<file path="src/rtl/symbol_grid_sequencer.sv">
// symbol_grid_sequencer
//   Upstream controller for the per-symbol pixel drawer. Walks a ROWS x COLS grid of
//   symbol slots in row-major order. For each slot it presents the base (x,y), holds the
//   drawer enable high until the drawer's completion pulse, drops it for one cycle, then
//   moves on. It also delays the enable by one clock to form the VGA plot strobe, and
//   reports busy/done to the game FSM.
//
// Optional feature macro: SEQ_WATCHDOG_EN
//   When defined, a DRAW-state watchdog forces the slot to complete after WDOG_CYCLES
//   DRAW cycles and raises a sticky wdog_err. When undefined, wdog_err is tied low.
//
// Ports
//   clk       in   system clock, rising edge
//   reset_n   in   asynchronous active-low reset
//   start     in   begin a full-grid pass (only honoured in IDLE)
//   sym_done  in   drawer completion pulse (only honoured in DRAW)
//   sym_x     out  [7:0] base x to drawer
//   sym_y     out  [6:0] base y to drawer
//   sym_go    out  drawer enable; low clears the drawer counter
//   plot      out  VGA write enable, sym_go delayed one clk
//   slot_idx  out  [6:0] current slot index
//   busy      out  high in every state except IDLE
//   done      out  one-cycle pulse at end of pass
//   wdog_err  out  sticky watchdog flag
module symbol_grid_sequencer #(
  parameter int unsigned COLS        = 4,
  parameter int unsigned ROWS        = 3,
  parameter logic [7:0]  X0          = 8'd8,
  parameter logic [6:0]  Y0          = 7'd8,
  parameter logic [7:0]  X_PITCH     = 8'd20,
  parameter logic [6:0]  Y_PITCH     = 7'd20,
  parameter logic [7:0]  WDOG_CYCLES = 8'd255
) (
  input  logic       clk,
  input  logic       reset_n,
  input  logic       start,
  input  logic       sym_done,
  output logic [7:0] sym_x,
  output logic [6:0] sym_y,
  output logic       sym_go,
  output logic       plot,
  output logic [6:0] slot_idx,
  output logic       busy,
  output logic       done,
  output logic       wdog_err
);

  localparam logic [3:0] ColLast = 4'(COLS - 1);
  localparam logic [2:0] RowLast = 3'(ROWS - 1);

  typedef enum logic [2:0] {
    StIdle,
    StLoad,
    StDraw,
    StGap,
    StFinish
  } state_e;

  state_e     state_q, state_d;
  logic [3:0] col_q, col_d;
  logic [2:0] row_q, row_d;
  logic [7:0] x_q, x_d;
  logic [6:0] y_q, y_d;
  logic [6:0] slot_q, slot_d;
  logic       go_q, plot_q, busy_q, done_q;
  logic       wdog_trip;

  // Next-state and slot-advance logic
  always_comb begin
    state_d = state_q;
    col_d   = col_q;
    row_d   = row_q;
    x_d     = x_q;
    y_d     = y_q;
    slot_d  = slot_q;
    unique case (state_q)
      StIdle: begin
        if (start) begin
          state_d = StLoad;
          col_d   = 4'd0;
          row_d   = 3'd0;
          slot_d  = 7'd0;
          x_d     = X0;
          y_d     = Y0;
        end
      end
      StLoad: state_d = StDraw;
      StDraw: begin
        if (sym_done || wdog_trip) begin
          state_d = StGap;
        end
      end
      StGap: begin
        // Base moves while sym_go is low, so the drawer sees the new (x,y) on its rise
        if (col_q < ColLast) begin
          col_d = col_q + 4'd1;
          x_d   = x_q + X_PITCH;
        end else begin
          col_d = 4'd0;
          x_d   = X0;
          row_d = row_q + 3'd1;
          y_d   = y_q + Y_PITCH;
        end
        slot_d = slot_q + 7'd1;
        if ((row_q == RowLast) && (col_q == ColLast)) begin
          state_d = StFinish;
        end else begin
          state_d = StDraw;
        end
      end
      StFinish: state_d = StIdle;
      default:  state_d = StIdle;
    endcase
  end

  always_ff @(posedge clk or negedge reset_n) begin
    if (!reset_n) begin
      state_q <= StIdle;
      col_q   <= 4'd0;
      row_q   <= 3'd0;
      x_q     <= X0;
      y_q     <= Y0;
      slot_q  <= 7'd0;
      go_q    <= 1'b0;
      plot_q  <= 1'b0;
      busy_q  <= 1'b0;
      done_q  <= 1'b0;
    end else begin
      state_q <= state_d;
      col_q   <= col_d;
      row_q   <= row_d;
      x_q     <= x_d;
      y_q     <= y_d;
      slot_q  <= slot_d;
      // Enable trails the DRAW state by one clock: LOAD->DRAW gives the two-edge start
      // latency, and GAP yields exactly one low cycle between slots.
      go_q    <= (state_q == StDraw);
      plot_q  <= go_q;
      busy_q  <= (state_d != StIdle);
      done_q  <= (state_d == StFinish);
    end
  end

`ifdef SEQ_WATCHDOG_EN
  logic [7:0] wdog_cnt_q, wdog_cnt_d;
  logic       wdog_err_q, wdog_err_d;

  // Counter holds the number of DRAW cycles already spent on this slot; it is zero
  // outside DRAW, so it is implicitly cleared on every DRAW entry.
  assign wdog_trip = (state_q == StDraw) && (wdog_cnt_q == (WDOG_CYCLES - 8'd1));

  always_comb begin
    wdog_cnt_d = (state_q == StDraw) ? (wdog_cnt_q + 8'd1) : 8'd0;
    wdog_err_d = wdog_err_q;
    if ((state_q == StIdle) && start) begin
      wdog_err_d = 1'b0;
    end else if (wdog_trip && !sym_done) begin
      wdog_err_d = 1'b1;
    end
  end

  always_ff @(posedge clk or negedge reset_n) begin
    if (!reset_n) begin
      wdog_cnt_q <= 8'd0;
      wdog_err_q <= 1'b0;
    end else begin
      wdog_cnt_q <= wdog_cnt_d;
      wdog_err_q <= wdog_err_d;
    end
  end

  assign wdog_err = wdog_err_q;
`else
  logic unused_wdog;
  assign unused_wdog = ^WDOG_CYCLES;
  assign wdog_trip   = 1'b0;
  assign wdog_err    = 1'b0;
`endif

  assign sym_x    = x_q;
  assign sym_y    = y_q;
  assign sym_go   = go_q;
  assign plot     = plot_q;
  assign slot_idx = slot_q;
  assign busy     = busy_q;
  assign done     = done_q;

endmodule

</file>
<file path="config.mk">
export PLATFORM = sky130hd
export DESIGN_NAME = symbol_grid_sequencer
export DESIGN_NICKNAME = d
export VERILOG_FILES = /design/src/rtl/symbol_grid_sequencer.sv
export SDC_FILE = /design/constraint.sdc
export NUM_CORES = 1
export LEC_CHECK = 0
export CAP_MARGIN = 25
export CORE_UTILIZATION = 38
export DETAILED_ROUTE_END_ITERATION = 8
export PLACE_DENSITY_LB_ADDON = 0.08
export REMOVE_ABC_BUFFERS = 1
export SETUP_SLACK_MARGIN = 0.5
export SYNTH_ARGS = -nofsm -noshare
export SYNTH_HDL_FRONTEND = slang
export SYNTH_SLANG_ARGS = --single-unit
</file>
<file path="constraint.sdc">
create_clock -name clk -period 2.4 [get_ports clk]
set_clock_uncertainty 0.2 [all_clocks]
set_input_delay 0.48 -clock clk [delete_from_list [all_inputs] [get_ports clk]]
set_output_delay 0.48 -clock clk [all_outputs]
set_load 0.005 [all_outputs]
</file>
# ---- Yosys cells after proc, flatten, opt, wreduce, memory -nomap -nowiden
# Index checks and enable logic that the tools add are counted.
dict set report word_totals {
  regBits 36
  latchBits 0
  ram_bits 0
  rom_bits 0
  input_bits 4
  output_inout_bits 27
  word_cells 48
  n_memories 0
}
dict set report classes {
  add_sub_neg 5
  multipliers 0
  n_div 0
  magnitude_cmp 1
  n_eq_ne 8
  shifts 0
  mux 18
  bitwise 0
  reduce_logical 6
}
# cell n
set op_table {}
lappend op_table {{7-bit one-hot mux with 2 select lines} 2}
lappend op_table {{7-bit two-way mux} 3}
lappend op_table {{8-bit two-way mux} 2}
lappend op_table {{8-bit one-hot mux with 2 select lines} 1}
lappend op_table {{3-bit two-way mux} 5}
lappend op_table {{3-bit one-hot mux with 4 select lines} 1}
lappend op_table {{3-bit by 2-bit == test with 1-bit output (second input constant)} 3}
lappend op_table {{8-bit by 5-bit adder with 8-bit output (second input constant)} 1}
lappend op_table {{4-bit two-way mux} 2}
lappend op_table {{4-bit one-hot mux with 2 select lines} 1}
lappend op_table {{7-bit by 1-bit adder with 7-bit output (second input constant)} 1}
lappend op_table {{7-bit by 5-bit adder with 7-bit output (second input constant)} 1}
lappend op_table {{3-bit one-hot mux with 2 select lines} 1}
lappend op_table {{4-bit by 1-bit adder with 4-bit output (second input constant)} 1}
lappend op_table {{4-bit by 2-bit == test with 1-bit output (second input constant)} 1}
lappend op_table {{4-bit by 2-bit < comparator with 1-bit output (second input constant)} 1}
lappend op_table {{2-bit != test (second input constant)} 2}
lappend op_table {{3-bit by 1-bit adder with 3-bit output (second input constant)} 1}
lappend op_table {{3-bit by 1-bit == test with 1-bit output (second input constant)} 1}
lappend op_table {{3-bit == test (second input constant)} 1}
lappend op_table {{3-bit logical NOT} 1}
lappend op_table {{3-bit AND reduction} 1}
lappend op_table {{3-bit nonzero test} 1}
lappend op_table {{2-bit AND reduction} 1}
lappend op_table {{other kinds (2)} 2}

# ---- Logic depth before layout (Yosys ltp)
# Gate-level depths: netlist of the first run.
dict set report depth {
  depth_word 5
  ltp_mapped 7
  mapped_depth_nobuf 5
}

# ---- Worst setup path after synthesis of the first run
# OpenSTA, ideal clock, no wires.
dict set report synth_timing {
  path_type {reg2reg}
  startpoint {register state_q[0]}
  endpoint {register row_q[1]}
  setup_ns 0.122
  t_arrival_ns 1.500
  required_ns 2.078
  slack_ns 0.578
  stages_incl_launch_ff 8
  n_path_buf 4
  period_less_slack_ns 1.822
  cell_sequence {dfrtp_1 buf_6 or4b_4 buf_6 buf_8 buf_8 o211ai_2 o21ai_2}
}
dict set report synth_between {
  elab_chain_cells 3
  elab_cells_between_ends 7
  classes_between {eq/ne (3); mux (1); reduce/logical (3)}
}
# item line_no
set synth_rtl {}
lappend synth_rtl {{start, declared} 59} ;# state_e state_q, state_d;
lappend synth_rtl {{start signal, assigned} 118} ;# state_q <= StIdle;
lappend synth_rtl {{start signal, assigned} 129} ;# state_q <= state_d;
lappend synth_rtl {{3-bit by 2-bit == test with 1-bit output / 3-bit logical NOT (equally long branches)} 76} ;# unique case (state_q)
lappend synth_rtl {{2-bit != test (no line) / 2-bit nonzero test (equally long branches)} --}
lappend synth_rtl {{3-bit AND reduction (no line)} --}
lappend synth_rtl {{end signal, assigned} 131} ;# row_q <= row_d;
lappend synth_rtl {{end, declared} 61} ;# logic [2:0] row_q, row_d;
# Parallel ways exist; a longest one is shown, timed or not.
# A chain may end at the register's enable or synchronous reset.

# ---- Final worst setup path of the first run
dict set report layout_timing {
  startpoint {register state_q[0]}
  endpoint {register y_q[4] (netlist: sym_y[4])}
}
dict set report layout_between {
  elab_chain_cells 3
  elab_cells_between_ends 7
  classes_between {eq/ne (3); mux (1); reduce/logical (3)}
}
# item line_no
set layout_rtl {}
lappend layout_rtl {{3-bit by 2-bit == test with 1-bit output / 3-bit logical NOT (equally long branches)} 76}
lappend layout_rtl {{2-bit != test (no line) / 2-bit nonzero test (equally long branches)} --}
lappend layout_rtl {{3-bit AND reduction (no line)} --}
lappend layout_rtl {{end signal, assigned} 133} ;# y_q <= y_d;
lappend layout_rtl {{end, declared} 63} ;# logic [6:0] y_q, y_d;
# Parallel ways exist; a longest one is shown, timed or not.

==> reports/metrics.cfg, run 1 <==
[floorplan]
dieWidth_microns=67.65
core_sq_um=4058
rows=23
dieArea_sq_um=4577
die_h_microns=67.65
initial_core_util=0.4036
pin_count=31

[global_routing]
grt_max_degree=33
grt_pass1_wl_microns=5954
grt_antenna_before_repair=0
use_met1=0.2192
grt_usage=0.1800
grt_overflow=0
use_met3=0.04054
top_usage_layer=met2
globalRouteMet2Util=0.3007
first_global_vias=1311

[drt]
drcViolationCount=0
via_count=1336
viasPerCell=5.323
drt-wirelength-per-cell_microns=14.27
drt_iter0_drc=60
drtAntennaViolNets=0
dr.pass1.iters=4
wirelength_microns=3581

[logic_synthesis]
synth_top_area_frac=0.4584
synth_seq_cells=32
synth.most_common_cell=dfrtp_1
syn-cell-area_sq_um=1638
avgSynthCellArea_sq_um=11.14
postSynth.asyncResetShare=1.000
synth_area_leaders=dfrtp_1 (46%), mux2i_1 (4.9%), ha_1 (4.6%)
postSynthCellCount=147
synth_warnings=0
synth-edff-count=0
synth_commonest_cells=dfrtp_1 (30), nand2_1 (17), mux2i_1 (8)
synth_cell_types=48
synth_largest_area_cell=dfrtp_1
yosys_most_used_dff=dfrtp_1
ys_seq_area_frac=0.4905

[flow_run]
drv_cap=0

[layout]
final_net_count=210
drive_gt1_frac=0.2687
n_antenna_cell=0
areaGrowthSynthToFinish_pct=33.77
finalInstanceArea_sq_um=2191

[placement]
dp_slack_ps=27.50
routabilityCongestion=0.7259
portBuffers=25
dpl.hpwl_microns=2163
placedInstanceArea_sq_um=1897

[run_status]
status=finished, final reports clean

[sta]
hold_viol=0
finalSetupViolations=0
setup_tns_ps=0
post-route-min-period_ps=1865
fmax_ghz=0.5361
setup_slack_ps=534.6
slew_viol_final=0
fin_crit_sh=0.7773
rsz0062_at_grt=false

[setup_path]
cp_num_buf_inv=0
r2r_start=state_q[0]
end_kind=register
startpoint_type=register
critPathArrivalTime_ps=1870
critPathKind=reg -> reg
cp.required_ps=2400
reg2reg_slack_ps=530
worstReg2RegEnd=sym_y[4]
slowest_delay_ps=620
cpMaxStageDelayCell=or4b_4
rr_worst_depth=3
path_cells=or4b_4, a211oi_2, mux2i_1
critPathTopFamily=simple AND/OR/NAND/NOR gates
critPathMaxFanout=8

[pwr]
p_leak_nw=1.014
total_power_mw=2.770
ir_drop_v=0.0005035
powerDensity_nw_per_um2=1264

[min_path]
hold_class=reg -> reg
hp-start=sym_go
min_to=plot
hold_depth=0

[clock_network]
cts.sinks=32
clk_pin_slew_ps=60
cts-hold-fix-buffers=0
clk_latency_ps=290
cts_tree=built
ctsHtreeMaxLevel=2
cts_root_buf=clkbuf_8
cts_buffer_depth=2
cts_made_buffers=5

==> logic make-up after synthesis <==
family                   synth area share
AO/OA/AOI/OAI                      0.1413
XOR/XNOR                         0.005349
other                            0.002290
adder cells (fa/ha/maj)           0.04584
multiplexers                      0.04889
buffers and inverters             0.07410
flip-flops                         0.4905
AND/OR/NAND/NOR                    0.1917
==> cell usage in the layout (no fill, tap or decap), types with 4 or more instances in the layout <==
master	netlist	routed
buf_4	5	30
dfrtp_1	30	27
clkdlybuf4s50_1	0	21
nand2_1	17	17
mux2i_1	8	8
nand3_1	6	6
clkbuf_8	0	6
ha_1	6	5
conb_1	1	5
nor2_1	4	4
a21oi_1	4	4
==> what timing repair did <==
action | 4_1_cts | 5_1_grt
pin swaps | 0 | 1
cloned | 1 | 0
gates resized for setup | 4 | 6
buffers inserted | 15 | 9
setup endpoints to repair | 21 | 17
==> per-stage QoR <==
stage / hold slack, ps / instances / utilization
floorplan: -15.59 / 137 / -
global placement: 156.5 / 218 / 0.4675
detailed placement: 169.5 / 218 / 0.4675
CTS: 183.6 / 242 / 0.5202
global route: 204.8 / 251 / 0.5399
finish: 178.8 / 251 / 0.5399
==> area by class of cell <==
| cell class | count | area (sq um) |
|---|---|---|
| Fill cell | 350 | 1867 |
| Multi-Input combinational cell | 104 | 749.5 |
| Timing Repair Buffer | 55 | 474.2 |
| Clock buffer | 8 | 90.09 |
| Sequential cell | 32 | 807.0 |
| Inverter | 2 | 7.507 |
| Tap cell | 50 | 62.56 |
==> worst max path at each step <==
stage	from	end	slack (ps)	depth (start not counted)
after floorplan	col_q[0]	sym_x[3]	320	4
after global placement	start	sym_y[6]	70	4
after detailed placement	start	sym_y[4]	30	4
after CTS	sym_y[4]	sym_y[4]	500	1
after global routing	state_q[0]	sym_y[4]	500	3
final	state_q[0]	sym_y[4]	530	3
==> flip-flops by register name, indices dropped and copies added, names as in the netlist, 3 cells and up <==
register	flops
sym_x	6
sym_y	5
row_q	3
state_q	3
col_q	4
slot_idx	7
==> power by group <==
part           internal [mW]  leakage, nW  switching [mW]  total, mW
logic                  0.789        0.583           0.624       1.41
clock network          0.234       0.0455           0.193      0.426
registers              0.773        0.386           0.157      0.930
total                   1.80         1.01           0.974       2.77
==> per-layer routing <==
layer  vias to the layer above  part of all wire
met1                       656              0.47
met5                         -                 0
li1                        635                 -
met4                         0             0.018
met2                        38              0.48
met3                         7             0.039
Power figures use the tool's default switching activity.
==> run 2, diff against run 1 <==
==> constraint.sdc (replaced) <==
create_clock -name clk -period 1.7 [get_ports clk]
set_clock_uncertainty 0.2 [all_clocks]
set_input_delay 0.34 -clock clk [delete_from_list [all_inputs] [get_ports clk]]
set_output_delay 0.34 -clock clk [all_outputs]
set_load 0.005 [all_outputs]
==> run 2 against run 1 <==
Compared with the run above: the flow now finishes with violations (setup timing); core utilization rose by 11 points; routed wire length rose by 29%; combinational power rose by 96%; die area did not move; worst setup slack got worse by 630 ps.
==> reports/metrics.cfg, run 2 (synthesis results as in run 1) <==
[layout]
final_common_cell=buf_4
areaGrowthSynthToFinish_pct=60.43
final_net_count=241
final_cell_mix=buf_4 (41), dfrtp_1 (27), buf_2 (20)
drive_gt1_frac=0.5844
largest_reg_flops=7
nFillCells=319
n_antenna_cell=0

[drt]
drtAntennaViolNets=0
via_count=1503
dr.pass1.iters=4
wirelength_microns=4614
drcViolationCount=0
drt_iter0_drc=95
drt-wirelength-per-cell_microns=16.42
viasPerCell=5.349

[sta]
finalSetupViolations=15
setup_slack_ps=-96.81
setup_tns_ps=-785.3
hold_slack_ps=223.1
fin_crit_sh=1.057
hold_viol=0
fmax_ghz=0.5565
slew_viol_final=0
post-route-min-period_ps=1797
rsz0062_at_grt=true

[floorplan]
dieWidth_microns=67.65
die_h_microns=67.65
pin_count=31
rows=23
core_sq_um=4058
dieArea_sq_um=4577
initial_core_util=0.4036

[pwr]
switching_power_mw=1.732
total_power_mw=4.708
comb_power_share=0.588
seq_power_share=0.277
p_int_mw=2.976
pwr-share-clk=0.135
p_leak_nw=1.262
ir_drop_v=0.0008768
p_sw_frac=0.3679
powerDensity_nw_per_um2=1792

[clock_network]
cts_tree=built
cts_buffer_depth=2
clk_pin_slew_ps=60
cts_made_buffers=5
cts-hold-fix-buffers=0
clk_latency_ps=280
cts.sinks=32
cts_root_buf=clkbuf_8
ctsHtreeMaxLevel=2

[placement]
dp_slack_ps=-497.7
portBuffers=25
routabilityCongestion=0.7760
dpl.hpwl_microns=2390

[flow_run]
drv_cap=0

[setup_path]
critPathArrivalTime_ps=1740
cpMaxStageDelayCell=dfrtp_1
critPathKind=reg -> reg
r2r_start=state_q[1]
startpoint_type=register
slowest_delay_ps=420
reg2reg_slack_ps=-100
critPathTopFamily=buffers and inverters
cp.required_ps=1650
critPathMaxFanout=5
crit_end=slot_idx[5]
worstReg2RegEnd=slot_idx[5]
cp_num_buf_inv=3
critical_path_depth=5
end_kind=register
path_cells=buf_6, nand3b_1, buf_4, clkbuf_16, o41ai_1
startpoint=state_q[1]
rr_worst_depth=5

[global_routing]
grt_max_degree=33
grt_pass1_wl_microns=6762
grt_overflow=0
grt_antenna_before_repair=0
grt_usage=0.1999
first_global_vias=1410

[run_status]
violations=setup timing
status=finished with violations

[min_path]
hold_class=in -> async

==> run 2: final cells by class <==
class,count,area [sq um],area share
multi-input combinational,105,935.9,0.3562
sequential,32,807.0,0.3071
timing repair buffer,85,718.2,0.2733
clock buffer,7,96.34,0.03667
tap,50,62.56,0.02381
inverter,2,7.507,0.002857
==> run 2: worst min-delay path by stage <==
| stage | start | slack, ps | cells after the start | endpoint |
|---|---|---|---|---|
| after floorplan | reset_n | -160 | 0 | busy |
| after global placement | sym_go | 160 | 0 | plot |
| after detailed placement | sym_go | 170 | 0 | plot |
| after CTS | reset_n | 230 | 2 | slot_idx[3] |
| after global routing | reset_n | 240 | 2 | state_q[0] |
| final | reset_n | 220 | 2 | sym_go |
==> run 2: stage by stage <==
| stage | instance area [sq um] | std cells | util |
|---|---|---|---|
| CTS | 2406 | 269 | 0.5930 |
| global route | 2628 | 281 | 0.6475 |
| global placement | 2012 | 230 | 0.4958 |
| floorplan | 1539 | 137 | - |
| finish | 2628 | 281 | 0.6475 |
| detailed placement | 2012 | 230 | 0.4958 |
==> run 2: routing by layer <==
| layer | track usage | routed length, microns |
|---|---|---|
| met4 | 0.07979 | 119 |
| met2 | 0.3304 | 2218 |
| met5 | 0 | 0 |
| met1 | 0.2482 | 2097 |
| met3 | 0.04730 | 178 |
==> run 2: power by group through the flow <==
stage	clock, mW	sequential, mW	combinational (mW)
6_report	0.634	1.31	2.77
5_1_grt	0.678	1.35	3.00
4_1_cts	0.653	1.28	2.27
3_5_place_dp	0	1.41	1.69
3_3_place_gp	0	1.39	1.67
2_1_floorplan	0	1.40	0.796
==> run 2: repair_timing <==
item                                    4_1_cts  5_1_grt
pin swaps                                    25        8
buffers inserted                             29       10
resized for setup                           131       23
cloned                                        3        2
endpoints found under the setup margin       51       53
==> run 3, diff against run 2 <==
--- a/config.mk
+++ b/config.mk
@@ -5,7 +5,7 @@
 export SDC_FILE = /design/constraint.sdc
 export NUM_CORES = 1
 export LEC_CHECK = 0
-export CAP_MARGIN = 25
+export CAP_MARGIN = 10
 export CORE_UTILIZATION = 38
 export DETAILED_ROUTE_END_ITERATION = 8
 export PLACE_DENSITY_LB_ADDON = 0.08
==> results of run 3 <==
The final DEF is identical to that of run 2; final timing and power are the same.
